<file path="config.mk">
export PLATFORM = sky130hd
export DESIGN_NAME = spi_master_param_flat
export DESIGN_NICKNAME = d
export VERILOG_FILES = /design/src/rtl/spi_pkg.sv /design/src/rtl/spi_master_param_if.sv /design/src/rtl/spi_clk_gen.sv /design/src/rtl/spi_master_param.sv /design/src/flat_wrapper.sv
export SDC_FILE = /design/constraint.sdc
export NUM_CORES = 1
export LEC_CHECK = 0
export ABC_CLOCK_PERIOD_IN_PS = 3200
export CORE_ASPECT_RATIO = 1.4
export CORE_MARGIN = 2
export CORE_UTILIZATION = 60
export CTS_BUF_LIST = sky130_fd_sc_hd__clkbuf_8
export DETAILED_ROUTE_END_ITERATION = 8
export PLACE_DENSITY = 0.92
export REMOVE_ABC_BUFFERS = 1
export SLEW_MARGIN = 10
export SYNTH_ARGS = -nofsm -noshare
export SYNTH_HDL_FRONTEND = slang
export SYNTH_SLANG_ARGS = --single-unit
export TNS_END_PERCENT = 30
</file>
<file path="constraint.sdc">
create_clock -name clk -period 3.2 [get_ports clk]
set_clock_uncertainty 0.2 [all_clocks]
set_input_delay 0.64 -clock clk [delete_from_list [all_inputs] [get_ports clk]]
set_output_delay 0.64 -clock clk [all_outputs]
set_load 0.02 [all_outputs]
</file>
<file path="src/rtl/spi_pkg.sv">
// Shared types for the parametrised SPI master: FSM states, SPI mode
// encoding and a helper for sizing the slave-select index.
package spi_pkg;

  typedef enum logic [1:0] {
    IDLE  = 2'd0,
    SETUP = 2'd1,
    XFER  = 2'd2,
    HOLD  = 2'd3
  } spi_state_e;

  typedef struct packed {
    logic cpol;
    logic cpha;
  } spi_mode_t;

  localparam spi_mode_t MODE0 = 2'b00;
  localparam spi_mode_t MODE1 = 2'b01;
  localparam spi_mode_t MODE2 = 2'b10;
  localparam spi_mode_t MODE3 = 2'b11;

  // Index width for a select of n entries, never narrower than one bit.
  function automatic int idx_w(input int n);
    return (n <= 1) ? 1 : $clog2(n);
  endfunction

endpackage

</file>
<file path="src/rtl/spi_master_param_if.sv">
// Bundle of the control handshake and the SPI pin group.
// master: the SPI master block; slave: whatever drives/observes it.
interface spi_master_param_if #(
  parameter int DATA_W   = 8,
  parameter int NUM_SS   = 1,
  parameter int SS_IDX_W = 1
);
  logic              start;
  logic [DATA_W-1:0] tx_data;
  logic [SS_IDX_W-1:0] ss_sel;
  logic              cpol;
  logic              cpha;
  logic              busy;
  logic              done;
  logic [DATA_W-1:0] rx_data;
  logic              sclk;
  logic              mosi;
  logic              miso;
  logic [NUM_SS-1:0] ss_n;

  modport master (
    input  start, tx_data, ss_sel, cpol, cpha, miso,
    output busy, done, rx_data, sclk, mosi, ss_n
  );

  modport slave (
    output start, tx_data, ss_sel, cpol, cpha, miso,
    input  busy, done, rx_data, sclk, mosi, ss_n
  );
endinterface

</file>
<file path="src/rtl/spi_clk_gen.sv">
// Half-period tick generator: while en is high, tick pulses once every
// CLK_DIV cycles. restart reloads the count so the first tick after a
// restart lands exactly CLK_DIV cycles later.
module spi_clk_gen #(
  parameter int CLK_DIV = 4
) (
  input  logic clk,
  input  logic rst_n,
  input  logic en,
  input  logic restart,
  output logic tick
);
  localparam int CW = $clog2(CLK_DIV) + 1;
  localparam logic [CW-1:0] RELOAD = CW'(CLK_DIV - 1);

  logic [CW-1:0] cnt_q, cnt_d;

  assign tick = en && !restart && (cnt_q == '0);

  // Down-counter next state: reload on restart or on every tick.
  always_comb begin
    cnt_d = cnt_q;
    if (restart) begin
      cnt_d = RELOAD;
    end else if (en) begin
      if (cnt_q == '0) cnt_d = RELOAD;
      else             cnt_d = cnt_q - 1'b1;
    end
  end

  // Counter register.
  always_ff @(posedge clk or negedge rst_n) begin
    if (!rst_n) cnt_q <= RELOAD;
    else        cnt_q <= cnt_d;
  end
endmodule

</file>
<file path="src/rtl/spi_master_param.sv">
// Parametrised full-duplex SPI master. One frame per accepted start:
// SETUP (select asserted, first bit on mosi for cpha=0), XFER (2*DATA_W
// sclk edges), HOLD (select kept), then a done pulse with the new word.
module spi_master_param
  import spi_pkg::*;
#(
  parameter int DATA_W    = 8,
  parameter int CLK_DIV   = 4,
  parameter int NUM_SS    = 1,
  parameter bit MSB_FIRST = 1'b1,
  parameter int SS_IDX_W  = idx_w(NUM_SS)
) (
  input logic clk,
  input logic rst_n,
  spi_master_param_if.master bus
);
  localparam int BW = $clog2(DATA_W) + 1;
  localparam logic [BW-1:0] LAST_BIT = BW'(DATA_W - 1);

  spi_state_e        state_q, state_d;
  spi_mode_t         mode_q, mode_d;
  logic [DATA_W-1:0] tx_sh_q, tx_sh_d;
  logic [DATA_W-1:0] rx_sh_q, rx_sh_d;
  logic [DATA_W-1:0] rx_data_q, rx_data_d;
  logic [BW-1:0]     bit_cnt_q, bit_cnt_d;
  logic              sclk_q, sclk_d;
  logic              mosi_q, mosi_d;
  logic              done_q, done_d;
  logic [NUM_SS-1:0] ss_n_q, ss_n_d;
  logic [NUM_SS-1:0] sel_dec;
  logic              tick;

  // Bit currently at the head of the outgoing word.
  function automatic logic head_bit(input logic [DATA_W-1:0] w);
    return MSB_FIRST ? w[DATA_W-1] : w[0];
  endfunction

  // Drop the head bit, moving the next one into its place.
  function automatic logic [DATA_W-1:0] shift_out(input logic [DATA_W-1:0] w);
    return MSB_FIRST ? {w[DATA_W-2:0], 1'b0} : {1'b0, w[DATA_W-1:1]};
  endfunction

  // Append a received bit so the first one ends up at the head position.
  function automatic logic [DATA_W-1:0] shift_in(input logic [DATA_W-1:0] w,
                                                 input logic b);
    return MSB_FIRST ? {w[DATA_W-2:0], b} : {b, w[DATA_W-1:1]};
  endfunction

  // Active-low decode of the requested slave; out-of-range leaves all high.
  for (genvar gi = 0; gi < NUM_SS; gi++) begin : g_sel
    assign sel_dec[gi] = (bus.ss_sel != SS_IDX_W'(gi));
  end

  spi_clk_gen #(.CLK_DIV(CLK_DIV)) u_clk_gen (
    .clk     (clk),
    .rst_n   (rst_n),
    .en      (state_q != IDLE),
    .restart (state_q == IDLE),
    .tick    (tick)
  );

  assign bus.busy    = (state_q != IDLE);
  assign bus.done    = done_q;
  assign bus.rx_data = rx_data_q;
  assign bus.sclk    = sclk_q;
  assign bus.mosi    = mosi_q;
  assign bus.ss_n    = ss_n_q;

  // Next-state and datapath decisions for the frame sequencer.
  always_comb begin
    state_d   = state_q;
    mode_d    = mode_q;
    tx_sh_d   = tx_sh_q;
    rx_sh_d   = rx_sh_q;
    rx_data_d = rx_data_q;
    bit_cnt_d = bit_cnt_q;
    sclk_d    = sclk_q;
    mosi_d    = mosi_q;
    ss_n_d    = ss_n_q;
    done_d    = 1'b0;
    unique case (state_q)
      IDLE: begin
        sclk_d = bus.cpol;
        mosi_d = 1'b0;
        if (bus.start) begin
          state_d   = SETUP;
          mode_d    = '{cpol: bus.cpol, cpha: bus.cpha};
          ss_n_d    = sel_dec;
          bit_cnt_d = '0;
          rx_sh_d   = '0;
          if (bus.cpha) begin
            tx_sh_d = bus.tx_data;
          end else begin
            mosi_d  = head_bit(bus.tx_data);
            tx_sh_d = shift_out(bus.tx_data);
          end
        end
      end
      SETUP: begin
        if (tick) state_d = XFER;
      end
      XFER: begin
        if (tick) begin
          sclk_d = ~sclk_q;
          if (sclk_q == mode_q.cpol) begin
            // Leading edge.
            if (mode_q.cpha) begin
              mosi_d  = head_bit(tx_sh_q);
              tx_sh_d = shift_out(tx_sh_q);
            end else begin
              rx_sh_d = shift_in(rx_sh_q, bus.miso);
            end
          end else begin
            // Trailing edge closes one bit.
            bit_cnt_d = bit_cnt_q + 1'b1;
            if (mode_q.cpha) rx_sh_d = shift_in(rx_sh_q, bus.miso);
            if (bit_cnt_q == LAST_BIT) begin
              state_d = HOLD;
            end else if (!mode_q.cpha) begin
              mosi_d  = head_bit(tx_sh_q);
              tx_sh_d = shift_out(tx_sh_q);
            end
          end
        end
      end
      HOLD: begin
        if (tick) begin
          state_d   = IDLE;
          done_d    = 1'b1;
          rx_data_d = rx_sh_q;
          ss_n_d    = '1;
          mosi_d    = 1'b0;
        end
      end
      default: state_d = IDLE;
    endcase
  end

  // FSM state register.
  always_ff @(posedge clk or negedge rst_n) begin
    if (!rst_n) state_q <= IDLE;
    else        state_q <= state_d;
  end

  // Datapath and output registers.
  always_ff @(posedge clk or negedge rst_n) begin
    if (!rst_n) begin
      mode_q    <= MODE0;
      tx_sh_q   <= '0;
      rx_sh_q   <= '0;
      rx_data_q <= '0;
      bit_cnt_q <= '0;
      sclk_q    <= 1'b0;
      mosi_q    <= 1'b0;
      done_q    <= 1'b0;
      ss_n_q    <= '1;
    end else begin
      mode_q    <= mode_d;
      tx_sh_q   <= tx_sh_d;
      rx_sh_q   <= rx_sh_d;
      rx_data_q <= rx_data_d;
      bit_cnt_q <= bit_cnt_d;
      sclk_q    <= sclk_d;
      mosi_q    <= mosi_d;
      done_q    <= done_d;
      ss_n_q    <= ss_n_d;
    end
  end
endmodule

</file>
<file path="src/flat_wrapper.sv">
// flat-port wrapper written by rule: the top's interface ports become plain ports
module spi_master_param_flat import spi_pkg::*;
#(
  parameter int DATA_W    = 8,
  parameter int CLK_DIV   = 4,
  parameter int NUM_SS    = 1,
  parameter bit MSB_FIRST = 1'b1,
  parameter int SS_IDX_W  = idx_w(NUM_SS)
)
  (clk, rst_n, bus_start, bus_tx_data, bus_ss_sel, bus_cpol, bus_cpha, bus_miso, bus_busy, bus_done, bus_rx_data, bus_sclk, bus_mosi, bus_ss_n);
  spi_master_param_if #(.DATA_W(DATA_W), .NUM_SS(NUM_SS), .SS_IDX_W(SS_IDX_W)) bus_i ();
  input logic clk;
  input logic rst_n;
  input wire logic [$bits(bus_i.start)-1:0] bus_start;
  input wire logic [$bits(bus_i.tx_data)-1:0] bus_tx_data;
  input wire logic [$bits(bus_i.ss_sel)-1:0] bus_ss_sel;
  input wire logic [$bits(bus_i.cpol)-1:0] bus_cpol;
  input wire logic [$bits(bus_i.cpha)-1:0] bus_cpha;
  input wire logic [$bits(bus_i.miso)-1:0] bus_miso;
  output wire logic [$bits(bus_i.busy)-1:0] bus_busy;
  output wire logic [$bits(bus_i.done)-1:0] bus_done;
  output wire logic [$bits(bus_i.rx_data)-1:0] bus_rx_data;
  output wire logic [$bits(bus_i.sclk)-1:0] bus_sclk;
  output wire logic [$bits(bus_i.mosi)-1:0] bus_mosi;
  output wire logic [$bits(bus_i.ss_n)-1:0] bus_ss_n;
  assign bus_i.start = bus_start;
  assign bus_i.tx_data = bus_tx_data;
  assign bus_i.ss_sel = bus_ss_sel;
  assign bus_i.cpol = bus_cpol;
  assign bus_i.cpha = bus_cpha;
  assign bus_i.miso = bus_miso;
  assign bus_busy = bus_i.busy;
  assign bus_done = bus_i.done;
  assign bus_rx_data = bus_i.rx_data;
  assign bus_sclk = bus_i.sclk;
  assign bus_mosi = bus_i.mosi;
  assign bus_ss_n = bus_i.ss_n;
  spi_master_param #(.DATA_W(DATA_W), .CLK_DIV(CLK_DIV), .NUM_SS(NUM_SS), .MSB_FIRST(MSB_FIRST), .SS_IDX_W(SS_IDX_W)) u_core (.clk(clk), .rst_n(rst_n), .bus(bus_i));
endmodule
</file>
==> results of run 1 <==
-- through the flow --
stage	std cells	worst slack (ps)	instance area (µm²)	util [%]
after CTS	263	499	2460	74.2
final	263	510	2460	74.2
after floorplan	184	368	2000	-
after global placement	255	704	2340	70.7
after global routing	263	392	2460	74.2
after detailed placement	255	632	2340	70.7
-- report_power, final --
part	internal [mW]	switching, mW	total, mW
sequential	0.711	0.163	0.874
clock	0.252	0.162	0.414
combinational	0.522	0.662	1.18
total	1.48	0.988	2.47
-- cell usage after synthesis, drive strengths merged --
master / instances / area [µm²]
nand2: 24 / 90.1
buf: 4 / 28.8
mux2i: 8 / 80.1
dfstp: 3 / 78.8
xnor2: 4 / 35.0
o21ai: 11 / 66.3
a21o: 2 / 15.0
nor3b: 1 / 18.8
inv: 6 / 22.5
and3b: 1 / 8.76
mux2: 20 / 229
nor4b: 2 / 17.5
nor3: 1 / 5.00
a2bb2oi: 1 / 8.76
a22o: 3 / 26.3
dfrtp: 36 / 901
ha: 7 / 87.6
nor2: 7 / 26.3
xor2: 1 / 8.76
nand3: 20 / 100
nand4: 9 / 56.3
clkbuf: 6 / 22.5
and2: 1 / 6.26
a21oi: 5 / 25.0
a211o: 1 / 8.76
a211oi: 3 / 27.5
a311oi: 1 / 8.76
nor2b: 3 / 18.8
nand4b: 1 / 8.76
and3: 2 / 12.5
-- cell families after synthesis --
logic type	after synthesis	share of synthesized area [%]
muxes	28	15.1
adders and majority gates	7	4.27
DFF	39	47.8
buffers and inverters	16	3.60
xor gates and xnor gates	5	2.14
AOI/OAI and AO/OA	27	9.10
and+or+nand+nor	72	18.0
-- layout make-up --
class | count | area, µm²
Multi-Input combinational cell | 139 | 996
Sequential cell | 39 | 980
Fill cell | 231 | 855
Timing Repair Buffer | 31 | 295
Clock buffer | 6 | 82.6
Tap cell | 40 | 50.0
Clock inverter | 2 | 35.0
Inverter | 6 | 22.5
-- routing by layer --
layer / track usage [%] / up-vias
met1: 26.4 / 766
met3: 5.74 / 9
li1: - / 747
met4: 8.55 / 0
met5: 0 / -
met2: 41.4 / 32
-- critical path, delay by kind of cell (launching register included) --
family | cells | cell delay (ps)
adders and majority gates | 1 | 400
buffers and inverters | 3 | 770
DFF | 1 | 400
-- path summary, 6_finish.rpt --
kind / start / cells after the start / to / slack (ps)
setup reg to reg: u_core.state_q[0]$_DFFE_PN0P_ / 6 / u_core.tx_sh_q[2]$_DFFE_PN0P_ / 780
min in group clk: u_core.u_clk_gen.cnt_q[0]$_DFF_PN1_ / 1 / u_core.u_clk_gen.cnt_q[0]$_DFF_PN1_ / 250
hold / removal: rst_n / 1 / u_core.bus.rx_data[7]$_DFFE_PN0P_ / 250
setup / recovery: u_core.state_q[0]$_DFFE_PN0P_ / 4 / bus_busy / 510
max in group asynchronous: rst_n / 1 / u_core.tx_sh_q[1]$_DFFE_PN0P_ / 2020
hold reg to reg: u_core.u_clk_gen.cnt_q[0]$_DFF_PN1_ / 1 / u_core.u_clk_gen.cnt_q[0]$_DFF_PN1_ / 250
-- registers in the layout (all words and copies together) (netlist names), 2 cells and up --
name and count:
u_core.mode_q 2, u_core.rx_sh_q 8, u_core.u_clk_gen.cnt_q 3, u_core.bit_cnt_q 4, u_core.bus.rx_data 8, u_core.state_q 2
u_core.tx_sh_q 8
==> flow_summary.yaml, run 1 <==
layout:
  final_common_cell: "dfrtp_1"
  areaGrowthSynthToFinish_pct: 20.1
  final_cell_mix: "dfrtp_1, clkdlybuf4s50_1, nand2_1"
  drive_gt1_share_pct: 17.0
  antenna_cells: 0
  fin_nets: 244
clocking:
  clkLatencyLatePin_ps: 290
  clock_path_buffers: 2
  clkTransAtPathRegs_ps: 70
  clock_sinks: 39
  post_cts_resized: 0
  holdBufCountCts: 0
  cts_setup_buffers: 0
  clock-root-buffer: "clkbuf_8"
  cts_tree: "built"
  cts-buffers-inserted: 5
  htree_levels: 2
power_and_ir_drop:
  power.leakage_nw: 1.14
  power.total_mw: 2.47
  ir_drop_mv: 0.696
  power_density_mw_per_mm2: 1000
critical_path:
  path_common_cell: "inv_1"
  cp_slowest_cell: "clkdlybuf4s50_1"
  end_kind: "output pin"
  startpoint_type: "flip-flop"
  arrival_ps: 1850
  cp_max_fo: 10
  critPathKind: "reg2out"
  required_ps: 2360
  slowest_delay_ps: 550
  cp_cell_sequence: "inv_1 > ha_1 > inv_1 > clkdlybuf4s50_1"
routing:
  first_pass_iters: 5
  drt-initial-drc-count: 62
  top_layer_used: "met4"
  vias: 1554
  drc: 0
  routed_wl_um: 3960
  via_per_inst: 5.91
  wl_per_cell_um: 15.1
  wl_met2_um: 2190
  antenna_left: 0
  met1_length_um: 1570
  dr_wl_met3_um: 141
sta:
  setup_viol: 0
  holdWs_ps: 251
  hold_viol: 0
  period_minus_slack_ps: 2690
  fin_crit_sh_pct: 84.1
  max_clock_freq_mhz: 372
  maxSlewHeadroom_pct: 44.0
  drv_slew: 0
  tns_ps: 0
  rsz0062_at_grt: "no"
  worst_slew_pin_slew_ps: 840
global_routing:
  grt_usage_pct: 23.4
  grt_pass1_wl_um: 6640
  grt_pass1_vias: 1505
  grt_max_degree: 40
  grt_overflow: 0
  antenna_found_initial: 0
hold_path:
  hold_class: "in2async"
die:
  initial_core_util_pct: 61.8
  core_area_mm2: 0.00332
  die_h_um: 73.2
  die_w_um: 53.4
  rows: 25
  dieArea_mm2: 0.00391
  design.portCount: 28
logic_synthesis:
  netlist_area_mm2: 0.00205
  yosysSeqAreaShare_pct: 47.8
  ys_ff_latch: 39
  yosysWarnings: 0
  synthCells: 194
  synthDistinctLibCells: 37
  syn_area_per_cell_um2: 10.6
placed_design:
  io_buffers: 27
  gp_congestion: 0.823
  dp_hpwl_um: 2860
run_status:
  status: "finished clean"
flow_run:
  maxCapViolations: 0
No activity file was read; power rests on OpenSTA's default activity.
==> run 2, diff against run 1 <==
--- a/config.mk
+++ b/config.mk
@@ -5,13 +5,13 @@
 export SDC_FILE = /design/constraint.sdc
 export NUM_CORES = 1
 export LEC_CHECK = 0
-export ABC_CLOCK_PERIOD_IN_PS = 3200
+export ABC_CLOCK_PERIOD_IN_PS = 2450
 export CORE_ASPECT_RATIO = 1.4
 export CORE_MARGIN = 2
-export CORE_UTILIZATION = 60
+export CORE_UTILIZATION = 51
 export CTS_BUF_LIST = sky130_fd_sc_hd__clkbuf_8
 export DETAILED_ROUTE_END_ITERATION = 8
-export PLACE_DENSITY = 0.92
+export PLACE_DENSITY = 0.84
 export REMOVE_ABC_BUFFERS = 1
 export SLEW_MARGIN = 10
 export SYNTH_ARGS = -nofsm -noshare
==> constraint.sdc (replaced) <==
create_clock -name clk -period 2.45 [get_ports clk]
set_clock_uncertainty 0.2 [all_clocks]
set_input_delay 0.49 -clock clk [delete_from_list [all_inputs] [get_ports clk]]
set_output_delay 0.49 -clock clk [all_outputs]
set_load 0.02 [all_outputs]
==> run 2 against run 1 <==
Compared with the run above:
- clock power up 55%
- sequential power up 30%
- the run now ends with hold timing left
- worst hold slack lost 260 ps
- combinational power grew 35%
- via count rose by 0.97%
- die area increased by 16%
- largest cell class unchanged
- setup slack lost 420 ps
- register-to-register slack got worse by 570 ps
- first-iteration DRC count rose by 53%
==> flow_summary.yaml, run 2 (synthesized netlist as in run 1, its figures left out) <==
clocking:
  clkLatencyLatePin_ps: 300
  clkTransAtPathRegs_ps: 80
  clock_sinks: 39
  htree_levels: 2
  holdBufCountCts: 0
  clock-root-buffer: "clkbuf_8"
  clock_path_buffers: 2
  cts-buffers-inserted: 5
  cts_tree: "built"
  cts_setup_buffers: 0
critical_path:
  end_kind: "output pin"
  reg2reg_depth: 7
  crit_start: "u_core.state_q[0]$_DFFE_PN0P_"
  cp_slowest_cell: "clkdlybuf4s50_1"
  arrival_ps: 1670
  r2r_end: "u_core.bit_cnt_q[3]$_DFFE_PN0P_"
  path_common_cell: "inv_1"
  cp_max_fo: 10
  rrSetupSlack_ps: 210
  slowest_delay_ps: 530
  cp-endpoint: "bus_busy"
  required_ps: 1760
  cp_cell_sequence: "inv_1 > ha_4 > inv_1 > clkdlybuf4s50_1"
  critPathKind: "reg2out"
  startpoint_type: "flip-flop"
  rr_startpoint: "u_core.state_q[0]$_DFFE_PN0P_"
run_status:
  failed_checks: "hold timing"
  status: "finished with violations"
routing:
  wl_per_cell_um: 15.0
  dr_wl_met3_um: 129
  via_per_inst: 5.79
  vias: 1569
  routed_wl_um: 4070
  met1_length_um: 1660
  drt-initial-drc-count: 95
  drc: 0
  first_pass_iters: 4
  antenna_left: 0
  top_layer_used: "met4"
  wl_met2_um: 2220
global_routing:
  antenna_found_initial: 0
  grt_pass1_vias: 1579
  grt_usage_pct: 20.1
  grt_overflow: 0
  grt_pass1_wl_um: 7070
  grt_max_degree: 29
flow_run:
  maxCapViolations: 0
layout:
  areaGrowthSynthToFinish_pct: 23.6
  multi_input_area_mm2: 0.00101
  ff_latch_area_um2: 980
  drive_gt1_share_pct: 19.3
  stdcell_area_mm2: 0.00253
  final_common_cell: "dfrtp_1"
  fin_nets: 249
  fillers: 301
  antenna_cells: 0
  final_cell_mix: "dfrtp_1, clkdlybuf4s50_1, nand2_1"
die:
  initial_core_util_pct: 52.8
  dieArea_mm2: 0.00455
  die_w_um: 57.6
  die_h_um: 79.0
  design.portCount: 28
  rows: 27
  core_area_mm2: 0.00388
sta:
  drv_slew: 0
  worst_slew_pin_slew_ps: 675
  rsz0062_at_grt: "no"
  tns_ps: 0
  max_clock_freq_mhz: 423
  hold_viol: 10
  maxSlewHeadroom_pct: 54.7
  setup_viol: 0
  fin_crit_sh_pct: 96.5
  holdWs_ps: -8.98
  period_minus_slack_ps: 2360
placed_design:
  gp_congestion: 0.898
  place_area_mm2: 0.00238
  dp_hpwl_um: 2840
  io_buffers: 27
power_and_ir_drop:
  power_density_mw_per_mm2: 1330
  ir_drop_mv: 0.877
  power.leakage_nw: 1.16
hold_path:
  hold_class: "in2async"
[run 2: how the worst min path moves through the flow]
stage                                                   start                             endpoint  slack [ps]
after floorplan                                         rst_n      u_core.bit_cnt_q[0]$_DFFE_PN0P_          -6
after detailed placement  u_core.u_clk_gen.cnt_q[0]$_DFF_PN1_  u_core.u_clk_gen.cnt_q[0]$_DFF_PN1_         250
after CTS                                               rst_n    u_core.bus.rx_data[4]$_DFFE_PN0P_          10
after global placement    u_core.u_clk_gen.cnt_q[0]$_DFF_PN1_  u_core.u_clk_gen.cnt_q[0]$_DFF_PN1_         230
final                                                   rst_n    u_core.bus.rx_data[0]$_DFFE_PN0P_          -9
after global routing                                    rst_n        u_core.rx_sh_q[5]$_DFFE_PN0P_          20
[run 2: timing repair]
item / 4_1_cts / 5_1_grt
hold endpoints to repair: 0 / 0
endpoints found under the setup margin: 1 / 1
pin swaps: 0 / 0
gates resized for setup: 1 / 1
[run 2: cell type report]
type / instances / share of cell area [%]
Clock buffer: 5 / 2.72
Clock inverter: 3 / 2.67
Inverter: 6 / 0.889
Multi-Input combinational cell: 139 / 39.8
Sequential cell: 39 / 38.7
Tap cell: 43 / 2.12
Timing Repair Buffer: 36 / 13.1
[run 2: metal layers]
layer / global-route usage [%] / up-vias
met4: 7.44 / 0
met3: 5.37 / 6
met2: 35.6 / 30
li1: - / 760
met1: 22.5 / 773
met5: 0 / -
[run 2: per-stage QoR]
stage                     util, %  instances  worst slack [ps]  total power, mW
after detailed placement     61.4        263               176             2.71
after global routing         65.2        271              5.38             3.62
after floorplan                 -        184              -382             2.18
after CTS                    65.0        271              12.2             3.37
final                        65.2        271              85.4             3.37
after global placement       61.4        263               194             2.65
[run 2: worst max-delay path: cells and delay by family, from the launching register on]
kind       cells  cell delay (ps)
fa+ha+maj      1              220
buf+inv        3              750
flops          1              410
[run 2: report_power, final]
part	switching, mW	internal [mW]
logic	0.879	0.714
registers	0.212	0.928
clock network	0.234	0.406
total	1.32	2.05
==> patch 1: new RTL, config.mk and constraints of run 2 <==
`NUM_SS` is set to 1 in 3 places; all go to 2.
--- a/src/rtl/spi_master_param_if.sv
+++ b/src/rtl/spi_master_param_if.sv
@@ -4,3 +4,3 @@
   parameter int DATA_W   = 8,
-  parameter int NUM_SS   = 1,
+  parameter int NUM_SS   = 2,
   parameter int SS_IDX_W = 1
--- a/src/rtl/spi_master_param.sv
+++ b/src/rtl/spi_master_param.sv
@@ -8,3 +8,3 @@
   parameter int CLK_DIV   = 4,
-  parameter int NUM_SS    = 1,
+  parameter int NUM_SS    = 2,
   parameter bit MSB_FIRST = 1'b1,
--- a/src/flat_wrapper.sv
+++ b/src/flat_wrapper.sv
@@ -5,3 +5,3 @@
   parameter int CLK_DIV   = 4,
-  parameter int NUM_SS    = 1,
+  parameter int NUM_SS    = 2,
   parameter bit MSB_FIRST = 1'b1,
Interface: changed (resized bus_ss_n); port bits go from 28 to 29. No check against the original RTL was run, so the function may have changed too.
==> patch 1 against run 2 <==
  * Cell area is essentially flat
  * Power shrank 5.2%
  * Via count shrank 0.13%
  * Wire length shrank 6.3%
  * Setup slack gained 0.083 ns
  * Hold slack gained 0.046 ns
  * Register-to-register slack lost 0.04 ns
  * Sequential cell count grew 1
  * Area after synthesis grew 3.0%
  * Largest cell class unchanged
==> patch 1: results <==
<?xml version="1.0" encoding="UTF-8"?>
<metrics>
  <group name="status">
    <metric name="outcome" unit="">completed</metric>
  </group>
  <group name="critical_path">
    <metric name="cp_data_arrival_time" unit="ns">2.27</metric>
    <metric name="timing.critical_path.fanout_max" unit="">12</metric>
    <metric name="startpoint_to_endpoint_class_of_the_critical_path" unit="">reg2reg</metric>
    <metric name="cp_slowest_stage_delay" unit="ns">0.43</metric>
    <metric name="endpoint" unit="">u_core.bit_cnt_q[2]$_DFFE_PN0P_</metric>
    <metric name="crit_path_top_delay_cell" unit="">sky130_fd_sc_hd__nor3b_2</metric>
  </group>
  <group name="global_route">
    <metric name="grt_pass1_vias" unit="">1571</metric>
    <metric name="grt_pass1_wl" unit="um">6710</metric>
    <metric name="grt_max_degree" unit="">41</metric>
  </group>
  <group name="routing">
    <metric name="vias_per_cell" unit="">5.78</metric>
    <metric name="detail_route.wirelength" unit="um">3810</metric>
    <metric name="wl_per_cell" unit="um">14.1</metric>
    <metric name="drt_first_iter_violations" unit="">49</metric>
  </group>
  <group name="placed_design">
    <metric name="place.detailed.hpwl" unit="um">2760</metric>
    <metric name="globalplace.congestion" unit="">0.788</metric>
  </group>
  <group name="logic_synthesis">
    <metric name="yosysSeqAreaShare" unit="%">47.7</metric>
    <metric name="netlist_top_cells_count" unit="">36 x sky130_fd_sc_hd__dfrtp_1, 24 x sky130_fd_sc_hd__nand2_1, 18 x sky130_fd_sc_hd__nand3_1</metric>
    <metric name="synth_cells" unit="">196</metric>
  </group>
  <group name="timing">
    <metric name="postLayoutSetupSlackWorst" unit="ns">0.169</metric>
    <metric name="max_slew.worst_pin.slew" unit="ns">0.604</metric>
  </group>
  <group name="cells_and_area">
    <metric name="post_route_cells_drive_above_1_share" unit="%">20.6</metric>
    <metric name="fill_cells" unit="">313</metric>
  </group>
  <group name="power_and_ir_drop">
    <metric name="power_switching" unit="mW">1.29</metric>
    <metric name="p_leak" unit="nW">1.18</metric>
  </group>
</metrics>
patch 1: final cells by class:
class / instances / area share (%)
Clock inverter: 2 / 0.395
Clock buffer: 6 / 3.26
Tap cell: 43 / 2.12
Sequential cell: 40 / 39.7
Inverter: 8 / 1.18
Multi-Input combinational cell: 137 / 40.5
Timing Repair Buffer: 35 / 12.9
patch 1: worst min-delay path by stage:
stage / slack, ns / cells past startpoint / end / from
3_5_place_dp: 0.23 / 1 / u_core.u_clk_gen.cnt_q[0]$_DFF_PN1_ / u_core.u_clk_gen.cnt_q[0]$_DFF_PN1_
3_3_place_gp: 0.23 / 1 / u_core.u_clk_gen.cnt_q[0]$_DFF_PN1_ / u_core.u_clk_gen.cnt_q[0]$_DFF_PN1_
6_report: 0.04 / 2 / u_core.state_q[1]$_DFFE_PN0P_ / rst_n
5_1_grt: 0.08 / 2 / u_core.rx_sh_q[4]$_DFFE_PN0P_ / rst_n
2_1_floorplan: -0.006 / 0 / u_core.bit_cnt_q[0]$_DFFE_PN0P_ / rst_n
4_1_cts: 0.05 / 2 / u_core.state_q[1]$_DFFE_PN0P_ / rst_n
patch 1: metal layers:
metal  vias to the layer above  global-route usage, %  part of all wire (%)
li1                        759                      -                     -
met5                         -                      0                     0
met2                        36                   32.7                    53
met3                         7                   4.83                   4.4
met4                         0                   7.91                   1.7
met1                       765                   21.3                    41
patch 1: cells by family (layout without fill, tap and decap cells):
family | after synthesis | count (layout) | share of synthesized area, %
AO/OA/AOI/OAI | 29 | 29 | 9.66
XOR/XNOR | 5 | 5 | 2.79
adder cells (fa/ha/maj) | 7 | 7 | 4.15
buffers and inverters | 19 | 51 | 3.73
flip-flops | 40 | 40 | 47.7
multiplexers | 29 | 29 | 16.2
AND/OR/NAND/NOR | 67 | 67 | 15.8
patch 1: stage by stage:
| step | cell area (um2) | utilization [%] | power (mW) |
|---|---|---|---|
| final | 2530 | 64.1 | 3.20 |
| after CTS | 2530 | 64.1 | 3.22 |
| after detailed placement | 2440 | 61.8 | 2.77 |
| after floorplan | 2060 | - | 2.26 |
| after global placement | 2440 | 61.8 | 2.70 |
| after global routing | 2530 | 64.1 | 3.45 |
patch 1: worst max-delay path, delay by kind of cell (launching register included):
kind                       cells  cell delay, ns
adders and majority gates      1            0.28
AOI/OAI and AO/OA              3            0.59
and+or+nand+nor                1            0.43
buffers and inverters          2            0.27
DFF                            1            0.41
patch 1: power groups by stage:
stage          clock, mW  sequential [mW]  combinational, mW
3_5_place_dp           0             1.18               1.59
4_1_cts            0.458             1.18               1.59
6_report           0.448             1.18               1.57
3_3_place_gp           0             1.17               1.53
2_1_floorplan          0             1.22               1.04
5_1_grt            0.489             1.21               1.75
==> patch 2: new RTL, settings of run 2 <==
Made on the original files. The 4 states of `spi_state_e` get a Gray code encoding in 2 bits.
--- a/src/rtl/spi_pkg.sv
+++ b/src/rtl/spi_pkg.sv
@@ -5,6 +5,6 @@
   typedef enum logic [1:0] {
-    IDLE  = 2'd0,
-    SETUP = 2'd1,
-    XFER  = 2'd2,
-    HOLD  = 2'd3
+    IDLE  = 2'b00,
+    SETUP = 2'b01,
+    XFER  = 2'b11,
+    HOLD  = 2'b10
   } spi_state_e;
Function: same outputs for any inputs over 10 cycles, from zero or initial values and one cycle with rst_n low; not proved beyond that.
==> patch 2 against run 2 <==
  * Setup slack improved by 0.13 ns
  * Cell area shrank 1.6%
  * Fmax is 5.9% higher
  * Critical path depth unchanged
  * Power fell by 4.8%
  * Sequential cell count did not move
  * Clock power fell by 32%
  * Area after synthesis rose by 2.1%
  * Wire length decreased by 7.4%
  * Via count is 4.8% lower
  * Critical path type unchanged
  * Largest cell class unchanged
  * Largest power group unchanged
  * Highest routed layer unchanged
==> patch 2: results <==
<?xml version="1.0" encoding="UTF-8"?>
<metrics>
  <group name="status">
    <metric name="outcome" unit="">completed</metric>
  </group>
  <group name="clocking">
    <metric name="ctsLongestPathBuffers" unit="">2</metric>
    <metric name="cts_buffers" unit="">5</metric>
    <metric name="post_cts.repair.setup_buffers" unit="">0</metric>
  </group>
  <group name="routing">
    <metric name="detail_route.wirelength" unit="um">3770</metric>
    <metric name="drt_first_iter_violations" unit="">54</metric>
    <metric name="detail_route.first_pass.iterations" unit="">4</metric>
    <metric name="vias_per_cell" unit="">5.62</metric>
  </group>
  <group name="placed_design">
    <metric name="globalplace.congestion" unit="">0.825</metric>
    <metric name="place.detailed.hpwl" unit="um">2620</metric>
  </group>
  <group name="critical_path">
    <metric name="timing.critical_path.fanout_max" unit="">7</metric>
    <metric name="startpoint_to_endpoint_class_of_the_critical_path" unit="">reg2out</metric>
    <metric name="crit_path_top_delay_cell" unit="">sky130_fd_sc_hd__dfrtp_1</metric>
    <metric name="worst_r2r_endpoint" unit="">u_core.bus.rx_data[3]$_DFFE_PN0P_</metric>
    <metric name="cp_data_arrival_time" unit="ns">1.54</metric>
    <metric name="cp_slowest_stage_delay" unit="ns">0.41</metric>
    <metric name="crit_path_start" unit="">u_core.state_q[1]$_DFFE_PN0P_</metric>
  </group>
  <group name="power_and_ir_drop">
    <metric name="ir_drop" unit="mV">0.814</metric>
    <metric name="power_report.internal_total" unit="mW">1.93</metric>
    <metric name="p_leak" unit="nW">1.13</metric>
  </group>
  <group name="cells_and_area">
    <metric name="post_route_cells_drive_above_1_share" unit="%">18.8</metric>
    <metric name="finalNetCount" unit="">244</metric>
    <metric name="fill_cells" unit="">338</metric>
    <metric name="insertedDiodeCount" unit="">0</metric>
  </group>
  <group name="logic_synthesis">
    <metric name="synth_cells" unit="">192</metric>
    <metric name="ys_warn_count" unit="">0</metric>
    <metric name="yosys-top-cells-area" unit="">sky130_fd_sc_hd__dfrtp_1 43%, sky130_fd_sc_hd__mux2_2 9.7%, sky130_fd_sc_hd__mux2i_1 9.1%, sky130_fd_sc_hd__o21ai_0 4.3%, sky130_fd_sc_hd__ha_1 4.2%</metric>
    <metric name="netlist_top_cells_count" unit="">36 x sky130_fd_sc_hd__dfrtp_1, 19 x sky130_fd_sc_hd__mux2i_1, 18 x sky130_fd_sc_hd__mux2_2, 18 x sky130_fd_sc_hd__nand2_1, 18 x sky130_fd_sc_hd__o21ai_0</metric>
    <metric name="number_of_distinct_library_cells_after_synthesis" unit="">41</metric>
    <metric name="yosysSeqAreaShare" unit="%">46.8</metric>
  </group>
  <group name="global_route">
    <metric name="grt_pass1_wl" unit="um">6330</metric>
    <metric name="grt_max_degree" unit="">40</metric>
    <metric name="grt_pass1_vias" unit="">1444</metric>
    <metric name="grt.total_usage" unit="%">17.8</metric>
  </group>
  <group name="timing">
    <metric name="finalHoldWorstSlack" unit="ns">0.0914</metric>
    <metric name="timing.max_slew.rel_slack" unit="%">43.3</metric>
  </group>
  <group name="worst_hold_path">
    <metric name="worstHoldPathType" unit="">in2async</metric>
  </group>
</metrics>
[patch 2: cell type report]
class | instances | area [um2] | share of cell area (%)
multi-input cells | 136 | 1040 | 41.7
flip-flops and latches | 39 | 980 | 39.3
repair buffers | 32 | 302 | 12.1
clock buffers | 5 | 68.8 | 2.76
well taps | 43 | 53.8 | 2.16
inverters | 8 | 30.0 | 1.20
clock inverters | 3 | 20.0 | 0.803
[patch 2: logic make-up (layout without fill, tap and decap cells)]
family                   Yosys count  count (layout)  synth area share [%]
XOR/XNOR                           4               4                  2.69
multiplexers                      37              37                  18.8
adder cells (fa/ha/maj)            7               7                  4.18
AND/OR/NAND/NOR                   51              51                  12.4
AO/OA/AOI/OAI                     37              37                  11.5
flip-flops                        39              39                  46.8
buffers and inverters             17              48                  3.59
[patch 2: stage by stage]
step | cell area (um2) | setup slack (ns) | std cells
5_1_grt | 2490 | 0.125 | 266
6_report | 2490 | 0.217 | 266
3_5_place_dp | 2400 | 0.135 | 258
3_3_place_gp | 2400 | 0.166 | 258
4_1_cts | 2490 | 0.213 | 266
2_1_floorplan | 2050 | 0.0293 | 183
[patch 2: worst max-delay path, delay by kind of cell, from the launching register on]
kind | cells | cell delay, ns
buffers and inverters | 3 | 0.54
flip-flops | 1 | 0.41
adder cells (fa/ha/maj) | 1 | 0.29
[patch 2: worst max path at each step]
stage / endpoint / slack, ns / depth (start not counted)
4_1_cts: bus_busy / 0.21 / 4
6_report: bus_busy / 0.22 / 4
2_1_floorplan: u_core.tx_sh_q[1]$_DFFE_PN0P_ / 0.03 / 5
5_1_grt: u_core.bit_cnt_q[3]$_DFFE_PN0P_ / 0.13 / 7
3_3_place_gp: u_core.tx_sh_q[4]$_DFFE_PN0P_ / 0.17 / 5
3_5_place_dp: u_core.tx_sh_q[1]$_DFFE_PN0P_ / 0.14 / 5
[patch 2: what timing repair did]
| action | in CTS | in global routing |
|---|---|---|
| resized for setup | 1 | 0 |
| endpoints found under the hold margin | 0 | 0 |
| endpoints found under the setup margin | 1 | 0 |
[patch 2: per-layer routing]
| metal | vias up | routed length [um] | GRT usage (%) |
|---|---|---|---|
| met5 | - | 0 | 0 |
| met4 | 0 | 65 | 6.98 |
| met3 | 8 | 165 | 3.89 |
| met2 | 31 | 1870 | 29.9 |
| met1 | 721 | 1670 | 22.1 |
| li1 | 734 | - | - |
[patch 2: power groups by stage]
stage | sequential, mW | combinational [mW] | clock [mW]
2_1_floorplan | 1.20 | 1.09 | 0
3_3_place_gp | 1.12 | 1.61 | 0
3_5_place_dp | 1.14 | 1.66 | 0
4_1_cts | 1.13 | 1.67 | 0.445
5_1_grt | 1.17 | 1.80 | 0.476
6_report | 1.12 | 1.65 | 0.438
